==> config.mk <==
export PLATFORM = sky130hd
export DESIGN_NAME = enc_spawn_scheduler_flat
export DESIGN_NICKNAME = d
export VERILOG_FILES = /design/src/rtl/enc_spawn_scheduler_if.sv /design/src/rtl/enc_spawn_scheduler.sv /design/src/flat_wrapper.sv
export SDC_FILE = /design/constraint.sdc
export NUM_CORES = 1
export LEC_CHECK = 0
export ABC_AREA = 1
export CORE_MARGIN = 1
export CORE_UTILIZATION = 55
export CTS_BUF_LIST = sky130_fd_sc_hd__clkbuf_4 sky130_fd_sc_hd__clkbuf_8
export CTS_CLUSTER_DIAMETER = 40
export DETAILED_ROUTE_END_ITERATION = 10
export GPL_TIMING_DRIVEN = 0
export PLACE_DENSITY = 0.86
export RECOVER_POWER = 25
export SLEW_MARGIN = 5
export SYNTH_ARGS = -nofsm -noshare
export SYNTH_HDL_FRONTEND = slang
export SYNTH_SLANG_ARGS = --single-unit
==> constraint.sdc <==
create_clock -name clock -period 5.7 [get_ports clock]
set_clock_uncertainty 0.1 [all_clocks]
set_input_delay 0.57 -clock clock [delete_from_list [all_inputs] [get_ports clock]]
set_output_delay 0.57 -clock clock [all_outputs]
set_load 0.02 [all_outputs]
==> src/rtl/enc_spawn_scheduler_if.sv <==
// Handshake bundle between the encounter spawn scheduler and its surroundings.
// The scheduler takes the slave view; the driver of frame_start/hit takes the master view.
interface enc_spawn_scheduler_if;
    logic       frame_start;
    logic       hit;
    logic       spawn_enc1;
    logic       spawn_enc2;
    logic       spawn_enc3;
    logic [2:0] lane_busy;
    logic [7:0] spawn_total;

    modport master (
        output frame_start,
        output hit,
        input  spawn_enc1,
        input  spawn_enc2,
        input  spawn_enc3,
        input  lane_busy,
        input  spawn_total
    );

    modport slave (
        input  frame_start,
        input  hit,
        output spawn_enc1,
        output spawn_enc2,
        output spawn_enc3,
        output lane_busy,
        output spawn_total
    );
endinterface

==> src/rtl/enc_spawn_scheduler.sv <==
// Encounter spawn scheduler: decides, frame by frame, when and in which of the
// three lanes a new encounter appears. A free-running 16-bit Fibonacci LFSR
// supplies lane choice and gap jitter; every lane is blocked for LANE_HOLD
// frames after it spawns. A hit freezes everything until reset.
module enc_spawn_scheduler #(
    parameter logic [15:0] SEED          = 16'hACE1,
    parameter int unsigned MIN_GAP       = 30,
    parameter int unsigned GAP_RAND_BITS = 5,
    parameter int unsigned LANE_HOLD     = 90
) (
    input  logic                 clock,
    input  logic                 reset_n,
    enc_spawn_scheduler_if.slave bus
);

    // An all-zero seed would lock the LFSR, so it is promoted to 1.
    localparam logic [15:0] SEED_EFF  = (SEED == 16'h0000) ? 16'h0001 : SEED;
    localparam int unsigned MASK_INT  = (32'd1 << GAP_RAND_BITS) - 32'd1;
    localparam logic [7:0]  RAND_MASK = MASK_INT[7:0];
    localparam logic [9:0]  GAP_BASE  = MIN_GAP[9:0];
    localparam logic [7:0]  HOLD_LOAD = LANE_HOLD[7:0];

    typedef enum logic [1:0] {
        ST_WAIT,
        ST_PICK,
        ST_FIRE,
        ST_HALT
    } state_t;

    state_t          state;
    state_t          state_nxt;
    logic [15:0]     lfsr;
    logic            lfsr_fb;
    logic [9:0]      gap;
    logic [2:0][7:0] hold;
    logic [1:0]      lane_sel;
    logic [2:0]      spawn;
    logic [7:0]      total;
    logic            active;

    logic [1:0]      cand;
    logic [1:0]      probe [3];
    logic            probe_free;
    logic            pick_found;
    logic [1:0]      pick_lane;

    // Feedback taps and the "still running" qualifier; hit blocks the update on the same edge.
    always_comb begin
        lfsr_fb = lfsr[15] ^ lfsr[13] ^ lfsr[12] ^ lfsr[10];
        active  = (state != ST_HALT) && !bus.hit;
    end

    // Lane search: start at the random candidate, walk cand, cand+1, cand+2 (mod 3).
    always_comb begin
        cand       = (lfsr[1:0] == 2'd3) ? {1'b0, lfsr[2]} : lfsr[1:0];
        probe[0]   = cand;
        probe[1]   = (cand == 2'd2) ? 2'd0 : cand + 2'd1;
        probe[2]   = (cand == 2'd0) ? 2'd2 : cand - 2'd1;
        pick_found = 1'b0;
        pick_lane  = 2'd0;
        probe_free = 1'b0;
        for (int unsigned k = 0; k < 3; k++) begin
            case (probe[k])
                2'd0:    probe_free = (hold[0] == 8'd0);
                2'd1:    probe_free = (hold[1] == 8'd0);
                2'd2:    probe_free = (hold[2] == 8'd0);
                default: probe_free = 1'b0;
            endcase
            if (!pick_found && probe_free) begin
                pick_found = 1'b1;
                pick_lane  = probe[k];
            end
        end
    end

    // Next-state logic; hit overrides every other transition.
    always_comb begin
        state_nxt = state;
        case (state)
            ST_WAIT: if (bus.frame_start && gap <= 10'd1) state_nxt = ST_PICK;
            ST_PICK: state_nxt = pick_found ? ST_FIRE : ST_WAIT;
            ST_FIRE: state_nxt = ST_WAIT;
            default: state_nxt = ST_HALT;
        endcase
        if (bus.hit) state_nxt = ST_HALT;
    end

    // State register.
    always_ff @(posedge clock or negedge reset_n) begin
        if (!reset_n) state <= ST_WAIT;
        else          state <= state_nxt;
    end

    // Datapath: LFSR, gap counter, lane holds, spawn pulse and spawn count.
    always_ff @(posedge clock or negedge reset_n) begin
        if (!reset_n) begin
            lfsr     <= SEED_EFF;
            gap      <= GAP_BASE;
            hold     <= '0;
            lane_sel <= '0;
            spawn    <= '0;
            total    <= '0;
        end else begin
            spawn <= '0;
            if (active) begin
                lfsr <= {lfsr[14:0], lfsr_fb};
                // The FIRE load of a lane takes precedence over its frame decrement.
                for (int unsigned i = 0; i < 3; i++) begin
                    if (state == ST_FIRE && lane_sel == i[1:0]) begin
                        hold[i]  <= HOLD_LOAD;
                        spawn[i] <= 1'b1;
                    end else if (bus.frame_start && hold[i] != 8'd0) begin
                        hold[i] <= hold[i] - 8'd1;
                    end
                end
                case (state)
                    ST_WAIT: begin
                        if (bus.frame_start) gap <= (gap > 10'd1) ? gap - 10'd1 : '0;
                    end
                    ST_PICK: begin
                        if (pick_found) lane_sel <= pick_lane;
                        else            gap      <= 10'd1;
                    end
                    ST_FIRE: begin
                        gap <= GAP_BASE + {2'b00, lfsr[7:0] & RAND_MASK};
                        if (total != 8'hFF) total <= total + 8'd1;
                    end
                    default: ;
                endcase
            end
        end
    end

    assign bus.spawn_enc1  = spawn[0];
    assign bus.spawn_enc2  = spawn[1];
    assign bus.spawn_enc3  = spawn[2];
    assign bus.lane_busy   = {|hold[2], |hold[1], |hold[0]};
    assign bus.spawn_total = total;

endmodule

==> src/flat_wrapper.sv <==
// flat-port wrapper written by rule: the top's interface ports become plain ports
module enc_spawn_scheduler_flat 
#(
    parameter logic [15:0] SEED          = 16'hACE1,
    parameter int unsigned MIN_GAP       = 30,
    parameter int unsigned GAP_RAND_BITS = 5,
    parameter int unsigned LANE_HOLD     = 90
)
  (clock, reset_n, bus_frame_start, bus_hit, bus_spawn_enc1, bus_spawn_enc2, bus_spawn_enc3, bus_lane_busy, bus_spawn_total);
  enc_spawn_scheduler_if bus_i ();
  input  logic clock;
  input  logic reset_n;
  input wire logic [$bits(bus_i.frame_start)-1:0] bus_frame_start;
  input wire logic [$bits(bus_i.hit)-1:0] bus_hit;
  output wire logic [$bits(bus_i.spawn_enc1)-1:0] bus_spawn_enc1;
  output wire logic [$bits(bus_i.spawn_enc2)-1:0] bus_spawn_enc2;
  output wire logic [$bits(bus_i.spawn_enc3)-1:0] bus_spawn_enc3;
  output wire logic [$bits(bus_i.lane_busy)-1:0] bus_lane_busy;
  output wire logic [$bits(bus_i.spawn_total)-1:0] bus_spawn_total;
  assign bus_i.frame_start = bus_frame_start;
  assign bus_i.hit = bus_hit;
  assign bus_spawn_enc1 = bus_i.spawn_enc1;
  assign bus_spawn_enc2 = bus_i.spawn_enc2;
  assign bus_spawn_enc3 = bus_i.spawn_enc3;
  assign bus_lane_busy = bus_i.lane_busy;
  assign bus_spawn_total = bus_i.spawn_total;
  enc_spawn_scheduler #(.SEED(SEED), .MIN_GAP(MIN_GAP), .GAP_RAND_BITS(GAP_RAND_BITS), .LANE_HOLD(LANE_HOLD)) u_core (.clock(clock), .reset_n(reset_n), .bus(bus_i));
endmodule
==> impl.org <==
** Global route
- In the global route stage, overall resource usage came out at 23.1%.
- Global routing consumed, on the met1 layer, 28.4% of the routing resources.
- Global routing used 5.51% of the available met3 tracks.
- The initial antenna violation count was 0.
- Entering global routing, the biggest net connects 66 pins.
- Met2 Resource Use GR :: 39.1%
- The via count of the first global-routing pass was 2918.
- Grt peak-use layer :: met2
- Global routing finished with a remaining overflow of 0.
- Wire length of the first global-routing pass :: 12900 µm

** Final layout
- Fraction of final layout cells sized beyond drive strength 1 :: 15.6%
- Final nets :: 497
- Area growth from synthesis to layout :: 13.0%
- Reg area :: 1640 µm²
- Cells fill 65.4% of the core in the end.
- The layout has 513 filler cells.
- Antenna diodes :: 0
- The multi-input combinational cells in the finished layout cover a total of 1780 µm².
- Once layout is complete, the cells apart from fillers number 559.

** Placed design
- Total half-perimeter wirelength after legalization and detailed placement :: 5260 µm
- Number of port buffers :: 17
- Post-Place Cells :: 543
- Routability-driven placement finished with a final weighted congestion of 0.881.

** Power
- Static leakage :: 2.02 nW
- Post-route total power :: 2.13 mW
- For this design the total switching power over the nets is 896 µW.
- Per report_power, the combinational group accounts for 42.3% of the total.
- Worst voltage drop across the vdd grid :: 313 µV
- In this run the power density over the cells is 506 nW/µm².
- Pint :: 1.23 mW
- Power share of the sequential group :: 37.1%
- In this run, the clock network consumes 20.6% of the power.
- In this run switching power makes up 42.1% of total power.

** Critical path
- Crit-path slowest cell :: clkbuf_1
- Endpoint type of the worst setup path :: async pin
- Cells along the critical path :: clkbuf_1
- Arrival time of the worst setup path :: 2.96 ns
- STA classifies the critical path startpoint as an input port.
- Of all nets on the critical path, the largest fanout is 65.
- CP bufs+invs :: 1
- The largest single stage delay on the critical path is 2.36 ns.
- The critical path is of the input port to async pin type.
- Crit path required time :: 5.29 ns
- Top delay family on crit path :: buffers and inverters

** Yosys
- Synthesized Nets :: 469
- Yosys attributes the largest share of cell area to dfrtp_1, nand2_1, dfstp_2, inv_1, ha_1.
- Post-synth EDFFs :: 0
- The mapped netlist covers 3720 µm².
- After synthesis, flip-flops and latches occupy 44.1% of the total area.
- Mean instance size in the synthesized netlist :: 8.28 µm²
- Synthesis inferred 65 register bits.
- Of the total synthesized cell area, the portion taken by XOR and XNOR cells is 4.71%.
- Post-synthesis async set-or-reset flop share :: 100%
- Synth cell types :: 40
- Synth Area in Compound Gates :: 8.92%
- The portion of synthesized area spent on multiplexers is 0.303%.
- After Yosys synthesis, full adders, half adders and majority gates account for 5.38% of the synthesized area.
- Simple-gate portion of the synthesized area :: 28.5%
- The largest total area in the synthesized netlist belongs to dfrtp_1.
- Among all flip-flop cells after synthesis, the most frequent one is dfrtp_1.
- Post-Syn Instances :: 449
- Post-synth top area share :: 35.7%
- For this run, the number of Yosys warnings is 0.
- Dominant combinational cell family by area after synthesis :: simple AND/OR/NAND/NOR gates

** STA
- Transition time at the pin with the least slew margin :: 3.39 ns
- Setup violations remaining at the end of the flow were counted as 0.
- Setup repair after global routing left no endpoint under its margin.
- Sum of negative setup slack :: 0 ns
- The final hold violation count was 0.
- The worst pin sits at a relative slew slack of -126%.
- Timing would allow up to 297 MHz.
- The final number of max-transition violations is 66.
- The clock period could shrink to 3.37 ns.
- In the finished design, the share of the clock period the worst path needs comes to 59.1%.

** Detailed routing
- Once detail routing completed, the nets flagged for antenna violations numbered 0.
- 1st-pass router iterations :: 8
- In the final routed layout, each cell accounts on average for 13.2 µm.
- The detailed router placed 3044 vias in this run.
- Avg Vias per Cell :: 5.45
- After detailed routing, the number of remaining DRC violations is 2.
- For this block, the routed nets add up to 7400 µm of wire.
- The first routing iteration left 173 violations.

** Clock tree
- Clock tree from TritonCTS :: built
- Setup Buffers After CTS :: 0
- Number of CTS-inserted buffers :: 9
- CTS saw 65 sinks.
- Buffer type at the clock tree root :: clkbuf_8
- Worst-skew pair later-pin latency :: 0.35 ns
- Cells resized by post-CTS repair :: 0
- After clock tree synthesis, the clock-pin slew on the worst setup and hold paths is 0.07 ns.
- No sink is reached through more buffers than the 2 on the longest clock path.
- For this design, the CTS-stage hold fixing added 0 buffers.
- CTS built an H-tree with a depth of 3.

** Min path
- Class of the worst hold path :: register to register

** Flow run
- The tool flagged a number of max-cap violations equal to 1.

** Floorplan
- Initial Util :: 57.9%
- Area of the die :: 7090 µm²
- The die is 84.2 µm wide.
- During I/O placement, the number of pins put on the boundary was 18.
- Number of placement rows :: 29
- After floorplanning, the core was sized to cover 6420 µm².
- Floorplan die height :: 84.2 µm

** Run status
- The flow ran to the end, but the final reports show violations.
- The final reports fail on DRC, capacitance limit, slew limit.
[state kept, by name, indices dropped and copies added (netlist names)]
name,flops
u_core.lfsr,16
u_core.bus.spawn_total,8
u_core.spawn,3
u_core.state,2
u_core.lane_sel,2
u_core.hold,24
u_core.gap,10
[per-stage QoR]
stage / cell area [µm²] / hold WS [ns] / worst slack [ns]
2_1_floorplan: 3720 / 0.174 / 3.63
3_3_place_gp: 3990 / 0.358 / 1.88
3_5_place_dp: 3980 / 0.369 / 3.18
4_1_cts: 4210 / 0.236 / 2.94
5_1_grt: 4200 / 0.403 / 1.69
6_report: 4200 / 0.383 / 2.33
[logic make-up after synthesis]
group / count (synthesis)
DFF: 65
buffers and inverters: 75
adders and majority gates: 16
muxes: 1
AOI/OAI and AO/OA: 60
xor gates and xnor gates: 20
and+or+nand+nor: 212
[layout make-up]
type                       count  share of cell area (%)
clock inverter                 5                    1.88
multi-input combinational    309                    42.3
inverter                      69                    6.37
clock buffer                  11                    3.45
tap                           77                    2.29
sequential                    65                    39.1
timing repair buffer          17                    3.90
buffer                         6                   0.714
[layout by cell type, fill, tap and decap left out, drive strengths merged]
master,netlist,final
nand2,103,103
o31ai,2,2
xnor2,10,10
nand3,38,38
o21ai,32,32
xor2,10,10
o211ai,2,2
nand4,17,17
o21bai,2,2
dfstp,12,12
nor2,45,45
clkbuf,4,16
ha,16,16
a21oi,15,15
clkdlybuf4s50,0,16
bufinv,0,2
nor4,1,1
clkinv,2,5
mux2,1,1
nor3b,3,3
dfrtp,53,53
o22ai,5,5
buf,2,2
inv,67,67
a31oi,2,2
nor3,4,4
nand3b,1,1
[synth_stat cells, drive strengths merged, types with 5 or more instances]
cell,n
nand3,38
a21oi,15
dfrtp,53
xnor2,10
nor2,45
nand4,17
dfstp,12
o21ai,32
ha,16
inv,67
xor2,10
nand2,103
o22ai,5
[layer usage]
metal  part of all wire [%]  vias up
met4                    2.0        0
met2                     50       83
met3                    4.8       14
li1                       -     1518
met5                      0        -
met1                     44     1429
[path summary, 6_finish.rpt]
check	startpoint	to	slack, ns	cells past startpoint
worst max register to register	u_core.lfsr[0]$_DFFE_PN1P_	u_core.gap[6]$_DFFE_PN0P_	3.20	12
min in group asynchronous	reset_n	u_core.spawn[0]$_DFF_PN0_	1.27	1
worst min register to register	u_core.gap[1]$_DFFE_PN1P_	u_core.gap[1]$_DFFE_PN1P_	0.38	2
worst max-delay path	reset_n	u_core.lfsr[3]$_DFFE_PN0P_	2.33	1
max in group clock	u_core.hold[16]$_DFFE_PN0P_	bus_lane_busy[2]	2.93	6
worst min-delay path	u_core.gap[1]$_DFFE_PN1P_	u_core.gap[1]$_DFFE_PN1P_	0.38	2
[power groups by stage]
stage               Sequential (mW)  Clock, mW  Combinational, mW
finish                        0.789      0.439              0.899
global route                  0.812      0.469               1.02
CTS                           0.787      0.451              0.893
detailed placement            0.792          0              0.880
global placement              0.781          0              0.830
floorplan                     0.768          0              0.689
Power figures use the tool's default switching activity.
